`config.mk`:
```
export PLATFORM = sky130hd
export DESIGN_NAME = traffic_controller_ped
export DESIGN_NICKNAME = d
export VERILOG_FILES = /design/src/rtl/traffic_pkg.sv /design/src/rtl/traffic_controller_ped_tick_prescaler.sv /design/src/rtl/traffic_controller_ped.sv
export SDC_FILE = /design/constraint.sdc
export NUM_CORES = 1
export LEC_CHECK = 0
export ABC_AREA = 1
export CORE_MARGIN = 2
export CORE_UTILIZATION = 59
export DETAILED_ROUTE_END_ITERATION = 12
export HOLD_SLACK_MARGIN = 0.03
export PLACE_DENSITY_LB_ADDON = 0.1
export SYNTH_ARGS = -nofsm -noshare
export SYNTH_HDL_FRONTEND = slang
export SYNTH_SLANG_ARGS = --single-unit
```
`constraint.sdc`:
```
create_clock -name CLK -period 2 [get_ports CLK]
set_input_delay 0.2 -clock CLK [delete_from_list [all_inputs] [get_ports CLK]]
set_output_delay 0.2 -clock CLK [all_outputs]
set_load 0.05 [all_outputs]
```
`src/rtl/traffic_pkg.sv`:
```
// Shared encodings for the pedestrian-aware two-street traffic controller.
package traffic_pkg;

    // Street lamps {red,yellow,green}
    localparam logic [2:0] S_RED    = 3'b100;
    localparam logic [2:0] S_YELLOW = 3'b010;
    localparam logic [2:0] S_GREEN  = 3'b001;
    localparam logic [2:0] S_OFF    = 3'b000;

    // Walk lamps {red,green}
    localparam logic [1:0] W_RED    = 2'b10;
    localparam logic [1:0] W_GREEN  = 2'b01;
    localparam logic [1:0] W_OFF    = 2'b00;

    // State codes, exported unchanged on the phase debug output
    typedef enum logic [3:0] {
        ST_A_GREEN    = 4'd0,
        ST_A_YELLOW   = 4'd1,
        ST_ALL_RED    = 4'd2,
        ST_B_GREEN    = 4'd3,
        ST_B_YELLOW   = 4'd4,
        ST_WALK       = 4'd5,
        ST_WALK_FLASH = 4'd6,
        ST_NIGHT      = 4'd7
    } state_t;

    // Where ALL_RED goes when it expires and night mode is not requested
    typedef enum logic [1:0] {
        TGT_B_GREEN = 2'd0,
        TGT_SERVICE = 2'd1,
        TGT_A_GREEN = 2'd2
    } target_t;

endpackage

```
`src/rtl/traffic_controller_ped_tick_prescaler.sv`:
```
// Divides the system clock into a single-cycle tick enable.
// With TICK_DIV=1 the counter never leaves 0, so tick is constantly 1.
module tick_prescaler #(
    parameter int TICK_DIV = 100000000,
    parameter int PRESC_W  = 27
) (
    input  logic CLK,
    input  logic RST,
    output logic tick
);

    logic [PRESC_W-1:0] count;

    assign tick = (count == PRESC_W'(TICK_DIV - 1));

    // Count 0..TICK_DIV-1 and wrap on the tick cycle
    always_ff @(posedge CLK) begin
        if (RST) begin
            count <= '0;
        end else if (tick) begin
            count <= '0;
        end else begin
            count <= count + PRESC_W'(1);
        end
    end

endmodule

```
`src/rtl/traffic_controller_ped.sv`:
```
// Two-street traffic controller with latched pedestrian phase, all-red
// clearance between directions and a night flashing mode.
// Lamps are decoded from registered state only; inputs never reach outputs
// combinationally.
module traffic_controller_ped
    import traffic_pkg::*;
#(
    parameter int TICK_DIV     = 100000000,
    parameter int PRESC_W      = 27,
    parameter int TIMER_W      = 8,
    parameter int T_GREEN_A    = 12,
    parameter int T_YELLOW_A   = 4,
    parameter int T_GREEN_B    = 12,
    parameter int T_YELLOW_B   = 4,
    parameter int T_CLEAR      = 1,
    parameter int T_WALK       = 8,
    parameter int FLASH_CYCLES = 4
) (
    input  logic       CLK,
    input  logic       RST,
    input  logic       ped_req,
    input  logic       night,
    output logic [2:0] lighta,
    output logic [2:0] lightb,
    output logic [1:0] lightw,
    output logic       ped_wait,
    output logic [3:0] phase
);

    state_t             state, state_nx;
    target_t            target, target_nx;
    logic [TIMER_W-1:0] timer, timer_nx;
    logic               toggle, toggle_nx;
    logic               ped_pending, ped_pending_nx;
    logic               tick;
    logic               expire;

    tick_prescaler #(
        .TICK_DIV (TICK_DIV),
        .PRESC_W  (PRESC_W)
    ) u_presc (
        .CLK  (CLK),
        .RST  (RST),
        .tick (tick)
    );

    // A timed phase ends on the tick that consumes its last unit
    assign expire = tick && (timer == TIMER_W'(1));

    // State register; reset aborts any phase back to A_GREEN
    always_ff @(posedge CLK) begin
        if (RST) begin
            state       <= ST_A_GREEN;
            timer       <= TIMER_W'(T_GREEN_A);
            target      <= TGT_B_GREEN;
            toggle      <= 1'b0;
            ped_pending <= 1'b0;
        end else begin
            state       <= state_nx;
            timer       <= timer_nx;
            target      <= target_nx;
            toggle      <= toggle_nx;
            ped_pending <= ped_pending_nx;
        end
    end

    // Next-state, timer reload, flash toggle and pedestrian latch
    always_comb begin
        state_nx  = state;
        target_nx = target;
        toggle_nx = toggle;
        timer_nx  = tick ? (timer - TIMER_W'(1)) : timer;
        case (state)
            ST_A_GREEN: if (expire) begin
                state_nx = ST_A_YELLOW;
                timer_nx = TIMER_W'(T_YELLOW_A);
            end
            ST_A_YELLOW: if (expire) begin
                state_nx  = ST_ALL_RED;
                timer_nx  = TIMER_W'(T_CLEAR);
                target_nx = TGT_B_GREEN;
            end
            ST_B_GREEN: if (expire) begin
                state_nx = ST_B_YELLOW;
                timer_nx = TIMER_W'(T_YELLOW_B);
            end
            ST_B_YELLOW: if (expire) begin
                state_nx  = ST_ALL_RED;
                timer_nx  = TIMER_W'(T_CLEAR);
                target_nx = TGT_SERVICE;
            end
            ST_ALL_RED: if (expire) begin
                if (night) begin
                    state_nx  = ST_NIGHT;
                    toggle_nx = 1'b0;
                end else if (target == TGT_B_GREEN) begin
                    state_nx = ST_B_GREEN;
                    timer_nx = TIMER_W'(T_GREEN_B);
                end else if ((target == TGT_SERVICE) && ped_pending) begin
                    state_nx = ST_WALK;
                    timer_nx = TIMER_W'(T_WALK);
                end else begin
                    state_nx = ST_A_GREEN;
                    timer_nx = TIMER_W'(T_GREEN_A);
                end
            end
            ST_WALK: if (expire) begin
                state_nx  = ST_WALK_FLASH;
                timer_nx  = TIMER_W'(FLASH_CYCLES);
                toggle_nx = 1'b0;
            end
            ST_WALK_FLASH: begin
                if (tick) toggle_nx = ~toggle;
                if (expire) begin
                    state_nx = ST_A_GREEN;
                    timer_nx = TIMER_W'(T_GREEN_A);
                end
            end
            ST_NIGHT: begin
                timer_nx = timer;
                if (tick) begin
                    if (!night) begin
                        state_nx  = ST_ALL_RED;
                        timer_nx  = TIMER_W'(T_CLEAR);
                        target_nx = TGT_A_GREEN;
                    end else begin
                        toggle_nx = ~toggle;
                    end
                end
            end
            default: begin
                state_nx = ST_A_GREEN;
                timer_nx = TIMER_W'(T_GREEN_A);
            end
        endcase

        // Entering WALK serves the request; clearing beats a new press
        ped_pending_nx = ped_pending;
        if ((state_nx == ST_WALK) && (state != ST_WALK)) begin
            ped_pending_nx = 1'b0;
        end else if (ped_req && (state != ST_WALK)) begin
            ped_pending_nx = 1'b1;
        end
    end

    // Lamp decode from registered state and flash toggle
    always_comb begin
        lighta = S_RED;
        lightb = S_RED;
        lightw = W_RED;
        case (state)
            ST_A_GREEN:    lighta = S_GREEN;
            ST_A_YELLOW:   lighta = S_YELLOW;
            ST_B_GREEN:    lightb = S_GREEN;
            ST_B_YELLOW:   lightb = S_YELLOW;
            ST_WALK:       lightw = W_GREEN;
            ST_WALK_FLASH: lightw = toggle ? W_RED : W_OFF;
            ST_NIGHT: begin
                lightw = W_OFF;
                lighta = toggle ? S_OFF : S_YELLOW;
                lightb = toggle ? S_OFF : S_RED;
            end
            default: ;
        endcase
    end

    assign ped_wait = ped_pending;
    assign phase    = state;

endmodule
```
## Word-level counts from Yosys, hierarchy flattened

Index checks and enable logic that the tools add are counted.
Widths: inputs -> output; s select.

- Add/subtract/negate cells: 2
- Equality and inequality tests: 21
- Mux-type cells: 41
- Bitwise logic cells: 1
- Reductions and logical operators: 15

Operators with widths:

| cell | count |
|---|---|
| $mux 8 | 8 |
| $pmux 8 s5 | 1 |
| $mux 4 | 8 |
| $pmux 4 s7 | 1 |
| $add 27x1->27 const B | 1 |
| $eq 27x27->1 const B | 1 |
| $eq 4x3->1 const B | 5 |
| $mux 3 | 6 |
| $ne 2x2->1 const B | 9 |
| $pmux 3 s3 | 2 |
| $mux 2 | 6 |
| $pmux 2 s3 | 2 |
| $eq 4x2->1 const B | 2 |
| $eq 8x1->1 const B | 1 |
| $sub 8x1->8 const B | 1 |
| $reduce_and 7->1 | 1 |
| $mux 1 | 6 |
| $reduce_or 2->1 | 3 |
| $reduce_and 5->1 | 1 |
| $eq 4x1->1 const B | 1 |
| $logic_and 1x1->1 | 4 |
| $logic_not 4->1 | 1 |
| $ne 4x3->1 const B | 1 |
| $pmux 1 s4 | 1 |
| other kinds (7) | 7 |

- Bits in registers: 43
- Input bits: 4
- Output and inout port bits: 13
- Logic and storage cells: 86

## Depth between registers and ports, before layout

Gate-level depths: netlist of the first run.

- Word-level depth: 10
- Gate-level depth with buffers: 14
- Mapped depth without buffers: 13

## Cells and area by module

Synthesis of the first run repeated with hierarchy kept, for this count alone.

- Cells, all modules: 412
- Area, all modules: 2618.8 um^2

By module, submodules not included:

| module | instances | cells an instance | area an instance (um^2) | sequential area each (um^2) |
|---|---|---|---|---|
| tick_prescaler | 1 | 226 | 1448.9 | 540.5 |
| traffic_controller_ped | 1 | 186 | 1169.9 | 320.3 |

## Worst setup path before layout of the first run

No wires, ideal clock.

- Path kind: reg2out
- From: register state[2], in the netlist phase[2]
- To: output lighta[1]
- Arrival: 2365 ps
- Data required time: 1800 ps
- Slack: -565 ps
- Cell stages (with the launch flop): 5
- Path buffers: 0
- Path through: dfxtp_1 > nand2_1 > nor2_1 > inv_1 > o21ai_0

- Word-level cells in the longest chain between the ends: 2
- Elaborated cells between the ends (all ways): 4
- Classes of those cells: eq/ne: 2; mux: 1; reduce/logical: 1

RTL lines:

| element | RTL line | text |
|---|---|---|
| start, declared | traffic_controller_ped.sv:30 | `state_t state, state_nx;` |
| start signal, assigned | traffic_controller_ped.sv:59 | `state <= state_nx;` |
| $eq 4x3->1, or another cell as far along | traffic_controller_ped.sv:151 | `case (state)` |
| $pmux 3 s3 * | traffic_controller_ped.sv:151 |  |
| end, declared | traffic_controller_ped.sv:23 | `output logic [2:0] lighta,` |

Every way passes the cells marked *; elsewhere a longest branch is shown, timed or not.

## Final worst setup path of the first run

- From: register state[3], in the netlist phase[3]
- To: output lightb[2]

- Word-level cells in the longest chain between the ends: 2
- Elaborated cells between the ends (all ways): 4
- Classes of those cells: eq/ne: 3; mux: 1

RTL lines:

| element | RTL line | text |
|---|---|---|
| $eq 4x3->1 or $eq 4x2->1 (tied branches) | traffic_controller_ped.sv:151 |  |
| $pmux 3 s3 * | traffic_controller_ped.sv:151 |  |
| end, declared | traffic_controller_ped.sv:24 | `output logic [2:0] lightb,` |

Marked as above.

==> results of run 1 <==
-- final timing paths --
check | depth (start not counted) | endpoint
max reg2reg | 10 | u_presc.count[0]
max | 7 | lightb[2]
min | 1 | u_presc.count[0]
min reg2reg | 1 | u_presc.count[0]
-- metrics by stage --
stage | worst slack [ns] | cell area, um^2 | util [%]
after floorplan | -0.211 | 2740 | -
after global placement | 0.120 | 3050 | 69.2
after detailed placement | 0.0757 | 3050 | 69.2
after CTS | 0.0364 | 3200 | 72.5
after global routing | -0.0195 | 3240 | 73.4
final | 0.107 | 3240 | 73.4
-- critical path, cell delays in order (launching register included) --
cell and delay (ns):
dfxtp_2 0.34, inv_1 0.16, nand2_2 0.15, nor2_4 0.16, inv_1 0.19, nand3_1 0.15, o21ai_2 0.08, buf_12 0.16
-- final cells by class --
type | count | area, um^2 | area share, %
Multi-Input combinational cell | 315 | 1620 | 49.8
Clock buffer | 5 | 68.8 | 2.12
Clock inverter | 3 | 67.6 | 2.08
Tap cell | 52 | 65.1 | 2.01
Timing Repair Buffer | 30 | 299 | 9.23
Inverter | 69 | 259 | 7.99
Sequential cell | 43 | 866 | 26.7
-- flip-flops by register name, indices dropped and copies added (netlist names) --
name,cells
toggle,1
ped_wait,1
timer,8
phase,4
u_presc.count,27
target,2
-- logic make-up (layout without fill, tap and decap cells) --
group,Yosys count,after routing
buffers and inverters,76,107
adder cells (fa/ha/maj),3,3
AO/OA/AOI/OAI,49,49
AND/OR/NAND/NOR,249,249
other,1,1
flip-flops,43,43
XOR/XNOR,13,13
-- routing by layer --
layer	vias to the layer above	track usage [%]	wire, um
li1	1434	-	-
met1	1296	38.5	3180
met2	103	46.0	3120
met3	16	5.56	501
met4	0	8.81	105
met5	-	0	0
-- power by group through the flow --
stage / registers (mW) / clock network (mW) / logic (mW)
CTS: 0.874 / 0.828 / 0.0987
detailed placement: 0.894 / 0 / 0.0979
floorplan: 0.901 / 0 / 0.0575
finish: 0.874 / 0.816 / 0.102
global placement: 0.893 / 0 / 0.0963
global route: 0.876 / 0.854 / 0.114
-- cells in the mapped netlist (6+ instances only) --
library cell and count:
nand2_1 97, o21ai_0 9, nor2_2 7, o21ai_1 6, a21oi_1 28, nand4_1 11, inv_2 8, dfxtp_1 43
inv_1 59, nand3_1 38, nor3_1 10, xor2_1 8, nor2_1 64
-- timing repair --
action / in CTS / in global routing
gates resized for setup: 3 / 11
pin swaps: 0 / 1
endpoints found under the setup margin: 2 / 27
==> impl_metrics.ini, run 1 <==
[route]
drc_errors = 0
dr.pass1.iters = 4
vias_per_cell = 5.51
post_drt_wl_per_cell_um = 13.4
drt_iter0_drc = 176
dr_total_vias = 2849
antenna_left = 0
drt_wl_total_um = 6910

[clocking]
path_clk_slew_ns = 0.09
cts_buffers = 5
hold_buffers = 0
ctsLongestPathBuffers = 2
clock-sinks = 43
clk_latency_ns = 0.30
cts_tree = done
cts_setup_buffers = 0
cts-root-buf = clkbuf_8
cts_max_level = 2

[power_and_ir_drop]
p_leak_nw = 1.43
pwr-share-clk_pct = 45.5
p_switching_mw = 0.392
power_frac_seq_pct = 48.8
ir_worst_vdd_mv = 0.458
power.total_mw = 1.79
powerDensity_nw_per_um2 = 553
p_sw_share_pct = 21.9
combPwrFrac_pct = 5.7
p_int_mw = 1.40

[placed_design]
hpwl_um = 5030
placed_cells = 509
gp_congestion = 0.983
port_buffers = 16

[synthesis]
synth.area.mux_share_pct = 0
seq_area_frac_synth_pct = 31.6
syn-num-nets = 441
synth.avg_cell_area_um2 = 6.28
synthArstFlopShare_pct = 0
yosys_warnings = 0
syn_area_um2 = 2730
synth_area_leaders = dfxtp_1 (32%), nand2_1 (13%), nor2_1 (8.8%)
synth_edf_count = 0
netlist_instances = 434
ys_types = 35
synth_simple_gate_area_share_pct = 41.9
ys.flop_type = dfxtp_1
synth-xor-area-share_pct = 4.17
synthAdderAreaFrac_pct = 1.38
ys_ff_latch = 43
netlist.area_leader.share_pct = 31.6
synth_compound_area_share_pct = 9.59
synth_area_leader_cell = dfxtp_1
synth_top_family_by_area = simple AND/OR/NAND/NOR gates

[timing]
relSlewSlack_pct = 66.8
setup-violations-final = 0
max_freq_mhz = 528
slew_viol_final = 0
hold_viol_final = 0
period_share_pct = 94.6
hold-worst-slack_ns = 0.437
min_period_ns = 1.89
finalSetupTns_ns = 0
grt_setup_unrepaired = yes
tightest_slew_ns = 0.497
fin_skew_ns = 0.0107

[layout]
syn2layout_area_growth_pct = 18.8
final_nets = 471
final_common_cell = nand2_1
drive_above_1_share_pct = 17.2
fillCellCount = 371
final_cell_mix = nand2_1 (95), nor2_1 (60), inv_1 (59), dfxtp_1 (39), nand3_1 (36)
diodes = 0
stdcell_count = 517

[grt]
grt-ovfl-total = 0
grt_pass1_vias = 2733
grt_max_degree = 16
track_usage_pct = 28.5
grt_pass1_wl_um = 11900
antenna_found_initial = 0

[worst_hold_path]
min-delay-start = u_presc.count[0]
holdCritPathClass = flip-flop to flip-flop

[critical_path]
start_kind = flip-flop
worst_r2r_startpoint = u_presc.count[0]
end_kind = output port
critPathLaunch = phase[3]
critical_path_required_ns = 1.80
cp.arrival_ns = 1.69
critical_path_class = flip-flop to output port
cp_max_fo = 8
rrSetupSlack_ns = 0.15

[job]
max_cap_violations = 0

[status]
status = completed

[floorplanning]
die_x_um = 72.0
initial_core_util_pct = 61.8
rows = 24
fp.coreArea_um2 = 4410
dieArea_um2 = 5180
fp.dieH_um = 72.0
pin_count = 17
(Power assumes the default switching activity.)
==> run 2, diff against run 1 <==
--- a/config.mk
+++ b/config.mk
@@ -8,6 +8,7 @@
 export ABC_AREA = 1
 export CORE_MARGIN = 2
 export CORE_UTILIZATION = 59
+export CTS_CLUSTER_DIAMETER = 100
 export DETAILED_ROUTE_END_ITERATION = 12
 export HOLD_SLACK_MARGIN = 0.03
 export PLACE_DENSITY_LB_ADDON = 0.1
==> results of run 2 <==
Same layout as run 1: the final DEF is identical, and so are final timing and power.
==> run 3, diff against run 2 <==
--- a/config.mk
+++ b/config.mk
@@ -15,3 +15,4 @@
 export SYNTH_ARGS = -nofsm -noshare
 export SYNTH_HDL_FRONTEND = slang
 export SYNTH_SLANG_ARGS = --single-unit
+export TNS_END_PERCENT = 30
==> results of run 3 <==
Same layout as run 1: the final DEF is identical, and so are final timing and power.
